## config.mk

```make
export PLATFORM = sky130hd
export DESIGN_NAME = sys_cntr_rx
export DESIGN_NICKNAME = d
export VERILOG_FILES = /design/src/rtl/sys_cntr_rx.sv
export SDC_FILE = /design/constraint.sdc
export NUM_CORES = 1
export LEC_CHECK = 0
export CORE_ASPECT_RATIO = 0.6
export CORE_UTILIZATION = 35
export CTS_CLUSTER_DIAMETER = 100
export DETAILED_ROUTE_END_ITERATION = 10
export SLEW_MARGIN = 20
export SYNTH_ARGS = -nofsm -noshare
export SYNTH_HDL_FRONTEND = slang
export SYNTH_SLANG_ARGS = --single-unit
```

## constraint.sdc

```tcl
create_clock -name CLK -period 1.89 [get_ports CLK]
set_clock_uncertainty 0.05 [all_clocks]
set_input_delay 0.2835 -clock CLK [delete_from_list [all_inputs] [get_ports CLK]]
set_output_delay 0.2835 -clock CLK [all_outputs]
set_load 0.005 [all_outputs]
```

## src/rtl/sys_cntr_rx.sv

```systemverilog
`default_nettype none
// ============================================================================
// Module   : sys_cntr_rx
// Brief    : Receive-side system controller. Decodes UART command frames into
//            register-file and ALU operations and queues responses to TX FIFO.
// Revision : 1.0 - initial release
// ============================================================================
module sys_cntr_rx #(
    parameter int DATA_WIDTH = 8,
    parameter int ADDR_WIDTH = 4,
    parameter int FUN_WIDTH  = 4
) (
    input  logic                    CLK,
    input  logic                    Reset,
    input  logic [DATA_WIDTH-1:0]   RX_Data,
    input  logic                    RX_Valid,
    output logic [ADDR_WIDTH-1:0]   RF_Addr,
    output logic                    RF_WrEn,
    output logic [DATA_WIDTH-1:0]   RF_WrData,
    output logic                    RF_RdEn,
    input  logic [DATA_WIDTH-1:0]   RF_RdData,
    input  logic                    RF_RdValid,
    output logic                    ALU_EN,
    output logic [FUN_WIDTH-1:0]    ALU_FUN,
    input  logic [2*DATA_WIDTH-1:0] ALU_Out,
    input  logic                    ALU_Valid,
    output logic                    CLK_GATE_EN,
    input  logic                    FIFO_Full,
    output logic [DATA_WIDTH-1:0]   FIFO_WrData,
    output logic                    FIFO_WrEn
);

    localparam logic [3:0] c_st_idle     = 4'd0;
    localparam logic [3:0] c_st_wr_addr  = 4'd1;
    localparam logic [3:0] c_st_wr_data  = 4'd2;
    localparam logic [3:0] c_st_rd_addr  = 4'd3;
    localparam logic [3:0] c_st_rd_wait  = 4'd4;
    localparam logic [3:0] c_st_rd_send  = 4'd5;
    localparam logic [3:0] c_st_alu_a    = 4'd6;
    localparam logic [3:0] c_st_alu_b    = 4'd7;
    localparam logic [3:0] c_st_alu_fn   = 4'd8;
    localparam logic [3:0] c_st_alu_wait = 4'd9;
    localparam logic [3:0] c_st_send_lo  = 4'd10;
    localparam logic [3:0] c_st_send_hi  = 4'd11;

    localparam logic [DATA_WIDTH-1:0] c_cmd_wr     = DATA_WIDTH'(8'hAA);
    localparam logic [DATA_WIDTH-1:0] c_cmd_rd     = DATA_WIDTH'(8'hBB);
    localparam logic [DATA_WIDTH-1:0] c_cmd_alu_op = DATA_WIDTH'(8'hCC);
    localparam logic [DATA_WIDTH-1:0] c_cmd_alu_nop = DATA_WIDTH'(8'hDD);

    logic [3:0]              r_state;
    logic [ADDR_WIDTH-1:0]   r_wr_addr;
    logic [DATA_WIDTH-1:0]   r_rd_data;
    logic [2*DATA_WIDTH-1:0] r_result;

    always_ff @(posedge CLK) begin
        if (!Reset) begin
            r_state     <= c_st_idle;
            r_wr_addr   <= '0;
            r_rd_data   <= '0;
            r_result    <= '0;
            RF_Addr     <= '0;
            RF_WrEn     <= 1'b0;
            RF_WrData   <= '0;
            RF_RdEn     <= 1'b0;
            ALU_EN      <= 1'b0;
            ALU_FUN     <= '0;
            CLK_GATE_EN <= 1'b0;
            FIFO_WrData <= '0;
            FIFO_WrEn   <= 1'b0;
        end else begin
            RF_WrEn   <= 1'b0;
            RF_RdEn   <= 1'b0;
            ALU_EN    <= 1'b0;
            FIFO_WrEn <= 1'b0;

            case (r_state)
                c_st_idle: begin
                    if (RX_Valid) begin
                        case (RX_Data)
                            c_cmd_wr:      r_state <= c_st_wr_addr;
                            c_cmd_rd:      r_state <= c_st_rd_addr;
                            c_cmd_alu_op:  r_state <= c_st_alu_a;
                            c_cmd_alu_nop: r_state <= c_st_alu_fn;
                            default:       r_state <= c_st_idle;
                        endcase
                    end
                end

                c_st_wr_addr: begin
                    if (RX_Valid) begin
                        r_wr_addr <= RX_Data[ADDR_WIDTH-1:0];
                        r_state   <= c_st_wr_data;
                    end
                end

                c_st_wr_data: begin
                    if (RX_Valid) begin
                        RF_WrEn   <= 1'b1;
                        RF_Addr   <= r_wr_addr;
                        RF_WrData <= RX_Data;
                        r_state   <= c_st_idle;
                    end
                end

                c_st_rd_addr: begin
                    if (RX_Valid) begin
                        RF_RdEn <= 1'b1;
                        RF_Addr <= RX_Data[ADDR_WIDTH-1:0];
                        r_state <= c_st_rd_wait;
                    end
                end

                // Push straight from the read response when the FIFO has room,
                // so the byte leaves one cycle after RF_RdValid.
                c_st_rd_wait: begin
                    if (RF_RdValid) begin
                        r_rd_data <= RF_RdData;
                        if (!FIFO_Full) begin
                            FIFO_WrEn   <= 1'b1;
                            FIFO_WrData <= RF_RdData;
                            r_state     <= c_st_idle;
                        end else begin
                            r_state <= c_st_rd_send;
                        end
                    end
                end

                c_st_rd_send: begin
                    if (!FIFO_Full) begin
                        FIFO_WrEn   <= 1'b1;
                        FIFO_WrData <= r_rd_data;
                        r_state     <= c_st_idle;
                    end
                end

                c_st_alu_a: begin
                    if (RX_Valid) begin
                        RF_WrEn   <= 1'b1;
                        RF_Addr   <= '0;
                        RF_WrData <= RX_Data;
                        r_state   <= c_st_alu_b;
                    end
                end

                c_st_alu_b: begin
                    if (RX_Valid) begin
                        RF_WrEn   <= 1'b1;
                        RF_Addr   <= ADDR_WIDTH'(1);
                        RF_WrData <= RX_Data;
                        r_state   <= c_st_alu_fn;
                    end
                end

                c_st_alu_fn: begin
                    if (RX_Valid) begin
                        ALU_EN      <= 1'b1;
                        ALU_FUN     <= RX_Data[FUN_WIDTH-1:0];
                        CLK_GATE_EN <= 1'b1;
                        r_state     <= c_st_alu_wait;
                    end
                end

                // Low byte goes out alongside the gate release when possible.
                c_st_alu_wait: begin
                    if (ALU_Valid) begin
                        r_result    <= ALU_Out;
                        CLK_GATE_EN <= 1'b0;
                        if (!FIFO_Full) begin
                            FIFO_WrEn   <= 1'b1;
                            FIFO_WrData <= ALU_Out[DATA_WIDTH-1:0];
                            r_state     <= c_st_send_hi;
                        end else begin
                            r_state <= c_st_send_lo;
                        end
                    end
                end

                c_st_send_lo: begin
                    if (!FIFO_Full) begin
                        FIFO_WrEn   <= 1'b1;
                        FIFO_WrData <= r_result[DATA_WIDTH-1:0];
                        r_state     <= c_st_send_hi;
                    end
                end

                c_st_send_hi: begin
                    if (!FIFO_Full) begin
                        FIFO_WrEn   <= 1'b1;
                        FIFO_WrData <= r_result[2*DATA_WIDTH-1:DATA_WIDTH];
                        r_state     <= c_st_idle;
                    end
                end

                default: r_state <= c_st_idle;
            endcase
        end
    end

endmodule
`default_nettype wire

```

==> results of run 1 <==
[layout make-up]
class                      count  share of cell area [%]
multi-input combinational    227                    37.7
sequential                    61                    28.8
timing repair buffer          94                    21.5
clock buffer                  12                    5.81
tap                          108                    3.18
clock inverter                 4                    2.24
inverter                       8                   0.708
[through the flow]
| stage | std cells | util [%] | hold slack (ns) | TNS, ns | setup WS, ns |
|---|---|---|---|---|---|
| finish | 514 | 53.2 | 0.398 | 0 | 0.0714 |
| CTS | 514 | 52.6 | 0.415 | 0 | 0.000816 |
| floorplan | 319 | - | 0.367 | 0 | 0.194 |
| detailed placement | 498 | 48.3 | 0.401 | -0.898 | -0.298 |
| global route | 514 | 53.2 | 0.421 | -0.00628 | -0.00628 |
| global placement | 498 | 48.3 | 0.404 | -0.673 | -0.275 |
[how the worst min path moves through the flow]
stage | from | endpoint | slack (ns) | depth (start not counted)
floorplan | Reset | r_state[1]$_SDFFE_PN0P_ | 0.37 | 1
finish | RX_Data[2] | RF_WrData[2]$_SDFFE_PN0P_ | 0.40 | 4
CTS | CLK_GATE_EN$_SDFFE_PN0P_ | CLK_GATE_EN$_SDFFE_PN0P_ | 0.41 | 2
detailed placement | FIFO_WrData[6]$_SDFFE_PN0P_ | FIFO_WrData[6]$_SDFFE_PN0P_ | 0.40 | 1
global placement | CLK_GATE_EN$_SDFFE_PN0P_ | CLK_GATE_EN$_SDFFE_PN0P_ | 0.40 | 2
global route | FIFO_WrData[6]$_SDFFE_PN0P_ | FIFO_WrData[6]$_SDFFE_PN0P_ | 0.42 | 1
[cell usage after synthesis (3+ instances only)]
master     number  area (um2)
buf_1           4        15.0
nor4_1          3        18.8
a22oi_1         3        22.5
o2bb2ai_1       4        35.0
or3b_1          4        35.0
nor2b_1         3        18.8
nand3_1         4        20.0
a22o_1          6        52.6
clkbuf_1       10        37.5
a211oi_1        5        37.5
nor2_1         49         184
nor3_1          3        15.0
buf_2           5        25.0
nand2b_1        9        56.3
mux2i_1        45         450
or3b_2          9        78.8
nand2_1         9        33.8
o22ai_1        16         100
dfxtp_1        61        1220
buf_6           3        33.8
a21oi_1        13        65.1
inv_1           7        26.3
o21ai_0        10        50.1
[layer usage]
layer | wire (um) | vias to the layer above
li1 | - | 1313
met1 | 4390 | 1243
met2 | 3200 | 76
met3 | 590 | 6
met4 | 60 | 0
met5 | 0 | -
[kinds of logic after synthesis]
| group | count (synthesis) | synth area share [%] |
|---|---|---|
| compound gates | 67 | 15.6 |
| xor+xnor | 1 | 0.299 |
| simple gates | 114 | 22.0 |
| mux | 45 | 15.4 |
| flops | 61 | 41.7 |
| buf+inv | 31 | 5.08 |
[what timing repair did]
item,in CTS,in global routing
endpoints found under the setup margin,0,12
hold buffers,0,0
gates resized for setup,0,12
[power groups by stage]
stage | sequential (mW) | clock [mW] | combinational [mW]
after floorplan | 1.31 | 0 | 0.0510
after global placement | 1.32 | 0 | 0.184
after detailed placement | 1.32 | 0 | 0.184
after CTS | 1.29 | 1.93 | 0.186
after global routing | 1.29 | 1.98 | 0.203
final | 1.29 | 1.88 | 0.191
[state kept, by name, indices dropped and copies added (netlist names)]
signal and count:
CLK_GATE_EN 1, r_result 16, r_wr_addr 4, r_rd_data 8
RF_WrEn 1, RF_RdEn 1, FIFO_WrData 8, r_state 4
RF_Addr 4, ALU_EN 1, RF_WrData 8, ALU_FUN 4
FIFO_WrEn 1
[worst max-delay path: cells and delay by family (launching register included)]
family             cells  cell delay, ns
AOI/OAI and AO/OA      2            0.45
DFF                    1            0.41
and+or+nand+nor        2            0.82
==> flow_summary.json, run 1 <==
{
  "antenna_found_initial": 0,
  "drt_first_iter_violations": 131,
  "clock_latency_ns": 0.33,
  "setup_viol": 0,
  "cts_setup_buffers": 0,
  "gp_congestion": 0.804,
  "switching_share_pct": 19.2,
  "cellPowerDensity_mw_per_mm2": 792,
  "startpoint": "r_state[0]$_SDFFE_PN0P_",
  "synth_warnings": 0,
  "synth-seq-cells": 61,
  "hold_path_class": "in2reg",
  "wl_um": 8240,
  "critPathCaptureType": "flip-flop",
  "pwr-share-clk_pct": 56.0,
  "grt_pass1_vias": 2503,
  "detail_route.wl_per_cell_um": 16.0,
  "cts-root-buf": "clkbuf_16",
  "final_cell_mix": "clkdlybuf4s50_1 (65), dfxtp_1 (59), nor2_1 (49)",
  "reg2reg_setup_slack_ns": 0.07,
  "track_usage_pct": 20.0,
  "dpl_cell_area_mm2": 0.00385,
  "viasPerCell": 5.13,
  "postLayoutCellArea_mm2": 0.00424,
  "die_w_um": 120,
  "port_buffers": 66,
  "syn_to_final_growth_pct": 44.9,
  "grt_max_degree": 50,
  "worstRegToRegCells": 4,
  "critical_path_class": "reg2reg",
  "maxCapViolCount": 0,
  "final-seq-area_mm2": 0.00122,
  "htree_levels": 3,
  "use_met3_pct": 6.72,
  "cp.arrival_ns": 2.01,
  "min_period_ns": 1.82,
  "peakVddDrop_mv": 0.505,
  "nNetsFinal": 439,
  "drc_errors": 0,
  "crit_required_ns": 2.08,
  "r2r-start": "r_state[0]$_SDFFE_PN0P_",
  "ys_seq_area_share_pct": 41.7,
  "relSlewSlack_pct": 71.0,
  "initial_utilization_pct": 36.7,
  "p_total_mw": 3.36,
  "cts_made_buffers": 9,
  "synthCells": 319,
  "path_cells": "and4bb_1, o21ba_2, or4_4, o31ai_2",
  "rows": 25,
  "hpwlAfterDp_um": 5770,
  "max-clock-path-buffers": 2,
  "synth.distinct_cells": 51,
  "multiInputGateArea_mm2": 0.00160,
  "die_area_mm2": 0.00875,
  "top_usage_layer": "met1",
  "synth_edf_count": 0,
  "die_h_um": 72.9,
  "slew_viol_final": 0,
  "power.switching_uw": 644,
  "startpoint_type": "flip-flop",
  "ant_nets": 0,
  "p_leak_nw": 1.76,
  "numClockSinks": 61,
  "fin_crit_sh_pct": 96.2,
  "worst_path_largest_cell_delay_ns": 0.55,
  "vias": 2638,
  "critPathSlowestCell": "or4_4",
  "met1_usage_pct": 29.7,
  "r2r-end": "r_state[2]$_SDFFE_PN0P_",
  "path_max_fanout": 10,
  "globalRouteOverflowTotal": 0,
  "p_int_mw": 2.72,
  "clk_pin_slew_ns": 0.05,
  "syn_nets": 357,
  "layout_commonest_cell": "clkdlybuf4s50_1",
  "cts_tree": "built",
  "syn_area_mm2": 0.00293,
  "worstMarginPinSlew_ns": 0.429,
  "clock.fmax_mhz": 550,
  "num-fill-cells": 752,
  "grtUsageMet2_pct": 26.8,
  "outcome": "completed",
  "synth_ff_type": "dfxtp_1",
  "finalHoldViolations": 0,
  "fp.coreArea_mm2": 0.00798,
  "drt_first_pass_iters": 4,
  "io_pins": 67,
  "p_comb_share_pct": 5.7,
  "crit_end": "r_state[2]$_SDFFE_PN0P_",
  "layout-drive-gt1-share_pct": 16.5,
  "grt_pass1_wl_um": 13100,
  "synthArstFlopShare_pct": 0,
  "antennaDiodeCount": 0,
  "p_seq_share_pct": 38.3,
  "syn_avg_cell_area_um2": 9.18
}
(Power assumes the default switching activity.)
==> run 2, diff against run 1 <==
Settings changed: GPL_ROUTABILITY_DRIVEN set to 0.
==> results of run 2 <==
Same layout as run 1: the final DEF is identical, and so are final timing and power.
==> run 3, diff against run 2 <==
Settings changed: CELL_PAD_IN_SITES_DETAIL_PLACEMENT set to 1, CELL_PAD_IN_SITES_GLOBAL_PLACEMENT set to 2, CORE_UTILIZATION 35 to 30, CTS_CLUSTER_SIZE set to 25, PLACE_DENSITY_LB_ADDON set to 0.1.
==> run 3 against run 2 <==
Against the previous run: first-iteration DRC count decreased by 40%; cell area increased by 2.1%; flip-flop and latch count unchanged; utilization decreased by 6.7 points; power increased by 1.6%; combinational power about the same; non-clock buffer count increased by 11; sequential power about the same; sequential share of layout area decreased by 0.51 points; routed wire length increased by 16%; largest power group unchanged; highest routed layer unchanged.
==> flow_summary.json, run 3 (synthesis gave the netlist of run 1 again) <==
{
  "maxCapViolCount": 0,
  "drt_first_iter_violations": 79,
  "ant_nets": 0,
  "final_cell_mix": "clkdlybuf4s50_1 (66), dfxtp_1 (58), nor2_1 (49)",
  "fin_util_pct": 46.5,
  "clk_pin_slew_ns": 0.06,
  "port_buffers": 66,
  "crit_required_ns": 2.08,
  "grt_pass1_wl_um": 15200,
  "htree_levels": 3,
  "outcome": "completed",
  "drc_errors": 0,
  "dpl_worst_slack_ns": -0.260,
  "critical_path_class": "reg2reg",
  "fin_setup_tns_ns": 0,
  "hold_path_class": "reg2reg",
  "startpoint": "r_state[2]$_SDFFE_PN0P_",
  "path_max_fanout": 10,
  "relSlewSlack_pct": 60.8,
  "cp.arrival_ns": 2.03,
  "antenna_found_initial": 0,
  "antennaDiodeCount": 0,
  "cellPowerDensity_mw_per_mm2": 788,
  "die_h_um": 78.5,
  "critPathCaptureType": "flip-flop",
  "grt_setup_unrepaired": "no",
  "rows": 27,
  "postCtsHoldBufs": 0,
  "die_w_um": 130,
  "worstHoldStart": "CLK_GATE_EN$_SDFFE_PN0P_",
  "die_area_mm2": 0.0102,
  "globalRouteOverflowTotal": 0,
  "finalHoldViolations": 0,
  "slew_viol_final": 0,
  "initial_utilization_pct": 31.4,
  "cts_made_buffers": 9,
  "r2r-start": "r_state[2]$_SDFFE_PN0P_",
  "cts_setup_buffers": 0,
  "p_leak_nw": 1.80,
  "vias": 2720,
  "setup_viol": 0,
  "largest_reg_flops": 16,
  "numClockSinks": 61,
  "grt_max_degree": 26,
  "setup_ws_ns": 0.0522,
  "fp.coreArea_mm2": 0.00932,
  "wl_um": 9600,
  "startpoint_type": "flip-flop",
  "min_period_ns": 1.84,
  "track_usage_pct": 20.1,
  "detail_route.wl_per_cell_um": 17.5,
  "grt_pass1_vias": 2742,
  "clock.fmax_mhz": 544,
  "cts-root-buf": "clkbuf_16",
  "postLayoutCellArea_mm2": 0.00433,
  "io_pins": 67,
  "syn_to_final_growth_pct": 47.9,
  "cts_tree": "built",
  "largest_register": "r_result",
  "drt_first_pass_iters": 4,
  "worstMarginPinSlew_ns": 0.581,
  "clock_latency_ns": 0.33,
  "layout_commonest_cell": "clkdlybuf4s50_1",
  "peakVddDrop_mv": 0.427,
  "layout-drive-gt1-share_pct": 18.7,
  "viasPerCell": 4.97,
  "hpwlAfterDp_um": 6990,
  "dpl_cell_area_mm2": 0.00396,
  "nNetsFinal": 450,
  "max-clock-path-buffers": 2,
  "fin_crit_sh_pct": 97.2
}
==> run 3: final timing paths <==
check                             end  slack, ns  cells after the start
min          CLK_GATE_EN$_SDFFE_PN0P_       0.42                      2
max reg2reg   r_state[2]$_SDFFE_PN0P_       0.05                      5
min reg2reg  CLK_GATE_EN$_SDFFE_PN0P_       0.42                      2
max           r_state[2]$_SDFFE_PN0P_       0.05                      5
==> run 3: per-stage QoR <==
| stage | cells | hold WS [ns] | power (mW) |
|---|---|---|---|
| floorplan | 319 | 0.367 | 1.37 |
| global placement | 531 | 0.403 | 1.50 |
| detailed placement | 531 | 0.404 | 1.51 |
| CTS | 547 | 0.416 | 3.46 |
| global route | 547 | 0.441 | 3.53 |
| finish | 547 | 0.415 | 3.41 |
==> run 3: critical path, cell delays in order (launching register included) <==
cell,delay (ns)
dfxtp_4,0.38
buf_4,0.16
nor4b_1,0.15
o21ba_2,0.23
or4_4,0.57
o31ai_4,0.21
==> run 3: layout make-up <==
| type | instances | area, um2 |
|---|---|---|
| inverter | 8 | 30.0 |
| sequential | 61 | 1230 |
| clock inverter | 7 | 123 |
| tap | 130 | 163 |
| clock buffer | 9 | 225 |
| timing repair buffer | 105 | 991 |
| fill | 1076 | 4990 |
| multi-input combinational | 227 | 1570 |
==> run 3: where the power goes <==
group / internal [mW] / switching, mW
registers: 1.28 / 0.000526
logic: 0.109 / 0.0841
clock network: 1.29 / 0.642
total: 2.69 / 0.726
==> run 3: timing repair <==
item | in CTS | in global routing
setup endpoints to repair | 7 | 19
resized for setup | 2 | 6
hold endpoints to repair | 0 | 0
gates cloned | 0 | 0
==> run 3: metal layers <==
layer | vias up | part of all wire, % | wire length (um) | global-route usage [%]
met3 | 9 | 5.1 | 486 | 6.00
met4 | 0 | 0.91 | 87 | 5.58
li1 | 1341 | - | - | -
met5 | - | 0 | 0 | 0
met2 | 51 | 39 | 3730 | 26.7
met1 | 1319 | 55 | 5290 | 30.2
==> variant 1, RTL diff (settings of run 2) <==
Change the parameter `FUN_WIDTH` from 4 to 6.
--- a/src/rtl/sys_cntr_rx.sv
+++ b/src/rtl/sys_cntr_rx.sv
@@ -8,7 +8,7 @@
 module sys_cntr_rx #(
     parameter int DATA_WIDTH = 8,
     parameter int ADDR_WIDTH = 4,
-    parameter int FUN_WIDTH  = 4
+    parameter int FUN_WIDTH  = 6
 ) (
     input  logic                    CLK,
     input  logic                    Reset,
Interface: changed (resized ALU_FUN); port bits go from 67 to 69. The function was not compared with the original's and may differ.
==> variant 1 against run 2 <==
Die area rose by 11%; area after synthesis grew 11%; sequential cell count increased by 2; critical path depth up 1; first-iteration DRC count rose by 100%; core utilization shrank 1.5 points; wire length rose by 11%; cell area up 6.6%; setup slack better by 0.024 ns; via count rose by 9.7%; non-clock buffer count is 11 higher; fmax up 1.3%; critical path type unchanged; largest cell class unchanged.
Power is not compared: it rests on default switching activity, and its combinational part moved more than twofold at a synthesized area within 25%.
==> variant 1: results <==
metrics = {
    "outcome": {
        "outcome": "finished clean",
    },
    "placed_design": {
        "placed_cells": 533,
        "hpwl_um": 6770,
        "preCtsSetupSlack_ns": -0.00938,
        "place.port_buffers": 68,
        "area_post_placement_um2": 4230,
    },
    "pwr": {
        "p_sw_frac": 0.264,
        "p_leak_nw": 1.82,
        "power.density_cell_area_nw_per_um2": 827,
        "vdd.ir_drop.worst_mv": 0.374,
        "seq_cell_power_w": 0.00143,
    },
    "global_route": {
        "grt_first_pass_wirelength_um": 14900,
        "grt_antenna_before_repair": 0,
        "grt.total_usage": 0.200,
        "grt_pass1_vias": 2734,
        "grt_max_degree": 59,
        "global_route.overflow_total": 0,
    },
    "yosys": {
        "post_synth_most_frequent_cells": "dfxtp_1 (63), nor2_1 (51), mux2i_1 (43)",
        "synth_cells": 346,
        "ys_async_sr_fraction": 0,
        "synthTopCellsByArea": "dfxtp_1 (39%), mux2i_1 (13%), nor2_1 (5.9%), nand3b_1 (4.9%), a311oi_2 (3.7%)",
        "dominantRegCellSynth": "dfxtp_1",
        "synthesis.yosys.warnings": 0,
        "synth_cell_types": 54,
        "synth-seq-area-share": 0.389,
        "number_of_nets_produced_by_synthesis": 384,
    },
    "critical_path": {
        "cp_slowest_cell": "dfxtp_1",
        "rr_worst_depth": 5,
        "worstPathArrival_ns": 2.02,
        "cpLargestDelayFamily": "flip-flops",
        "regToRegEndpoint": "r_state[0]",
        "critical_path_peak_fanout": 12,
        "reg2reg_slack_ns": 0.1,
        "r2r-start": "r_state[2]",
        "worst_path_largest_cell_delay_ns": 0.56,
    },
    "clock_tree": {
        "cts.clk_slew.worst_paths_ns": 0.06,
        "clock_latency_ns": 0.33,
        "cts_bufs_inserted": 9,
        "cts-htree-levels": 3,
        "clock_path_buffers": 2,
        "clockRootBuffer": "clkbuf_16",
    },
    "worst_hold_path": {
        "min_path_type": "flip-flop to flip-flop",
        "worstHoldStart": "CLK_GATE_EN",
        "hold_end": "CLK_GATE_EN",
        "worst_hold_path.num_cells": 2,
    },
    "finish": {
        "largest_register_ffs": 16,
        "share_of_layout_cells_above_drive_strength_1": 0.178,
        "antenna_cells": 0,
        "num-nets-final": 470,
        "top_register": "r_result",
    },
    "sta": {
        "worstMarginPinSlew_ns": 0.403,
        "whs_ns": 0.421,
    },
    "routing": {
        "viasPerCell": 5.27,
        "wl_per_cell_um": 16.7,
        "drtIter0Drc": 265,
        "first_pass_iters": 5,
        "vias": 2895,
    },
}
## variant 1: changes by cell type after synthesis, sizes merged, moves of 6 or more
cell,before,now
a31oi,1,9
nand3b,2,22
a22o,6,0
or3b,13,1
buf,13,21
a221oi,0,7
o22ai,16,4
nand2,9,26
a311oi,0,9
## variant 1: logic make-up (layout without fill, tap and decap cells)
group / after synthesis / in the layout / synth area share
AO/OA/AOI/OAI: 70 / 70 / 0.187
buffers and inverters: 37 / 128 / 0.0659
XOR/XNOR: 1 / 1 / 0.00270
flip-flops: 63 / 63 / 0.389
AND/OR/NAND/NOR: 132 / 132 / 0.223
multiplexers: 43 / 43 / 0.133
## variant 1: layer usage
metal  vias up  routed length (um)  global-route usage
li1       1422                   -                   -
met1      1389                4930               0.302
met2        79                3620               0.264
met3         5                 546              0.0604
met4         0                  60              0.0614
met5         -                   0                   0
## variant 1: final cells by class
type / instances / area (um2)
multi-input combinational: 246 / 1770
inverter: 7 / 26.3
clock buffer: 9 / 225
timing repair buffer: 105 / 1030
sequential: 63 / 1260
clock inverter: 7 / 63.8
fill: 773 / 4230
tap: 112 / 140
## variant 1: worst max-delay path by stage
| stage | startpoint | endpoint | slack [ns] |
|---|---|---|---|
| 4_1_cts | r_state[0] | FIFO_WrData[1] | 0.05 |
| 5_1_grt | r_state[1] | r_state[0] | 0.005 |
| 2_1_floorplan | r_state[3] | FIFO_WrEn | 0.41 |
| 3_5_place_dp | ALU_Valid | r_state[0] | -0.009 |
| 6_report | r_state[2] | r_state[0] | 0.1 |
| 3_3_place_gp | RX_Data[0] | r_state[0] | 0.03 |
## variant 1: timing repair
| action | 4_1_cts | 5_1_grt |
|---|---|---|
| resized for setup | 0 | 3 |
| setup buffers | 0 | 0 |
| hold buffers | 0 | 0 |
| endpoints found under the setup margin | 0 | 7 |
==> variant 2, RTL diff (settings of run 2) <==
Made on the original files. Reset style: asynchronous (`Reset`), changed in one clocked block.
--- a/src/rtl/sys_cntr_rx.sv
+++ b/src/rtl/sys_cntr_rx.sv
@@ -53,7 +53,7 @@
     logic [DATA_WIDTH-1:0]   r_rd_data;
     logic [2*DATA_WIDTH-1:0] r_result;
 
-    always_ff @(posedge CLK) begin
+    always_ff @(posedge CLK or negedge Reset) begin
         if (!Reset) begin
             r_state     <= c_st_idle;
             r_wr_addr   <= '0;
Formal check against the unedited RTL: differs if Reset is asserted again (counterexample within 4 cycles, from zero or initial values and one cycle with Reset low); with Reset held inactive, the same outputs for 4 cycles.
==> variant 2 against run 2 <==
Synthesized cell count shrank 26%; cell area is 4.1% higher; sequential cell count did not move; fmax fell by 1.4%; critical path depth rose by 1; count of clock-buffer cells in the layout unchanged; wire length shrank 2.2%; area after synthesis rose by 2.3%; setup slack lost 0.025 ns; critical path type unchanged; highest routed layer unchanged.
Power is not compared: it rests on default switching activity, and its combinational part moved more than twofold at a synthesized area within 25%.
==> variant 2: results <==
metrics = {
    "outcome": {
        "outcome": "finished clean",
    },
    "global_route": {
        "grt_first_pass_wirelength_um": 12600,
        "grt_pass1_vias": 2321,
        "grt_antenna_before_repair": 0,
        "grt.total_usage": 0.192,
        "grt_max_degree": 62,
    },
    "yosys": {
        "synthTopCellsByArea": "dfrtp_1 (51%), mux2_2 (14%), o2bb2ai_1 (5.3%), mux2i_1 (2.7%), a211oi_1 (2.0%)",
        "number_of_nets_produced_by_synthesis": 275,
        "synth_cell_types": 55,
        "post_synth_most_frequent_cells": "dfrtp_1 (61), mux2_2 (38), o2bb2ai_1 (18)",
        "ys_async_sr_fraction": 1.00,
        "synth-seq-area-share": 0.510,
        "synthesis.yosys.warnings": 0,
        "dominantRegCellSynth": "dfrtp_1",
    },
    "routing": {
        "first_pass_iters": 4,
        "drtIter0Drc": 178,
        "viasPerCell": 5.14,
        "drt_wl_total_um": 8060,
    },
    "placed_design": {
        "place.port_buffers": 66,
        "preCtsSetupSlack_ns": -0.131,
        "hpwl_um": 5900,
    },
    "critical_path": {
        "reg2reg_slack_ns": 0.05,
        "cp_slowest_cell": "dfrtp_2",
        "rr_worst_depth": 5,
        "regToRegEndpoint": "r_state[2]",
        "worst_path_largest_cell_delay_ns": 0.43,
        "critical_path_peak_fanout": 8,
        "worstPathArrival_ns": 1.99,
        "r2r-start": "r_state[1]",
        "cpLargestDelayFamily": "flip-flops",
    },
    "clock_tree": {
        "clock_latency_ns": 0.32,
        "cts.clk_slew.worst_paths_ns": 0.05,
        "cts_bufs_inserted": 9,
        "cts-htree-levels": 3,
        "clockRootBuffer": "clkbuf_16",
        "clock_path_buffers": 2,
    },
    "sta": {
        "slew-limit-headroom": 0.704,
        "whs_ns": 0.423,
    },
    "finish": {
        "antenna_cells": 0,
        "top_register": "r_result",
        "largest_register_ffs": 16,
        "share_of_layout_cells_above_drive_strength_1": 0.336,
        "num-nets-final": 384,
    },
    "pwr": {
        "vdd.ir_drop.worst_mv": 0.764,
        "p_leak_nw": 1.88,
    },
    "worst_hold_path": {
        "worstHoldStart": "RF_Addr[1]",
        "min_path_type": "flip-flop to flip-flop",
        "worst_hold_path.num_cells": 2,
        "hold_end": "RF_Addr[1]",
    },
}
==> variant 2: changes by cell type in the layout (fill, tap and decap cells not counted), sizes merged, moves of 8 or more <==
cell            run 2  this run
mux2i              45         8
nor2               50         5
dfxtp              61         0
o2bb2ai             4        18
mux2                0        42
buf                28        43
o22ai              16         2
o211ai              0         8
or3b               13         0
dfrtp               0        61
==> variant 2: power by group <==
part / switching [W] / total, W / internal [W] / leakage [nW]
clock: 0.000552 / 0.00160 / 0.00105 / 0.143
combinational: 0.000927 / 0.00241 / 0.00148 / 0.954
sequential: 0.000364 / 0.00220 / 0.00183 / 0.786
total: 0.00184 / 0.00621 / 0.00437 / 1.88
==> variant 2: kinds of logic (layout without fill, tap and decap cells) <==
| kind of cell | after synthesis | after routing | synth area share |
|---|---|---|---|
| mux | 50 | 50 | 0.187 |
| flops | 61 | 61 | 0.510 |
| simple gates | 45 | 45 | 0.104 |
| buf+inv | 16 | 130 | 0.0284 |
| compound gates | 64 | 64 | 0.168 |
| xor+xnor | 1 | 1 | 0.00292 |
==> variant 2: metal layers <==
layer / up-vias / GRT usage / share of wire
li1: 1133 / - / -
met1: 1175 / 0.290 / 0.53
met2: 47 / 0.270 / 0.41
met3: 4 / 0.0435 / 0.049
met4: 0 / 0.0535 / 0.0060
met5: - / 0 / 0
==> variant 2: area by class of cell <==
cell class | count | area [um2]
flip-flops and latches | 61 | 1530
well taps | 108 | 135
multi-input cells | 160 | 1420
repair buffers | 109 | 1020
clock buffers | 12 | 246
inverters | 5 | 18.8
clock inverters | 4 | 47.5
fillers | 699 | 3650
==> variant 2: worst max path at each step <==
stage	to	slack, ns	start	cells past startpoint
6_report	r_state[2]	0.05	r_state[1]	5
5_1_grt	FIFO_WrData[1]	-0.001	r_state[1]	7
4_1_cts	FIFO_WrData[4]	-0.02	r_state[2]	5
3_5_place_dp	r_state[0]	-0.13	ALU_Valid	5
3_3_place_gp	r_state[2]	-0.12	ALU_Valid	5
2_1_floorplan	r_state[0]	0.14	r_state[3]	5
==> variant 2: timing repair <==
action,CTS,global route
hold buffers,1,0
endpoints found under the hold margin,61,0
buffers inserted,0,3
endpoints found under the setup margin,3,18
gates resized for setup,1,9
==> variant 2: worst reg2reg max path: stages (launching register included) <==
cell      delay [ns]
dfrtp_2         0.43
buf_4           0.18
inv_1           0.18
o311ai_1        0.17
or3_4           0.42
mux2_4          0.30
==> variant 2: per-stage QoR <==
| step | setup TNS, ns | cells | power (W) | cell area [um2] |
|---|---|---|---|---|
| detailed placement | -0.390 | 439 | 0.00453 | 4040 |
| CTS | -0.0330 | 456 | 0.00618 | 4340 |
| floorplan | 0 | 237 | 0.00331 | 3000 |
| global route | -0.00107 | 459 | 0.00656 | 4420 |
| global placement | -0.260 | 439 | 0.00447 | 4040 |
| finish | 0 | 459 | 0.00621 | 4420 |
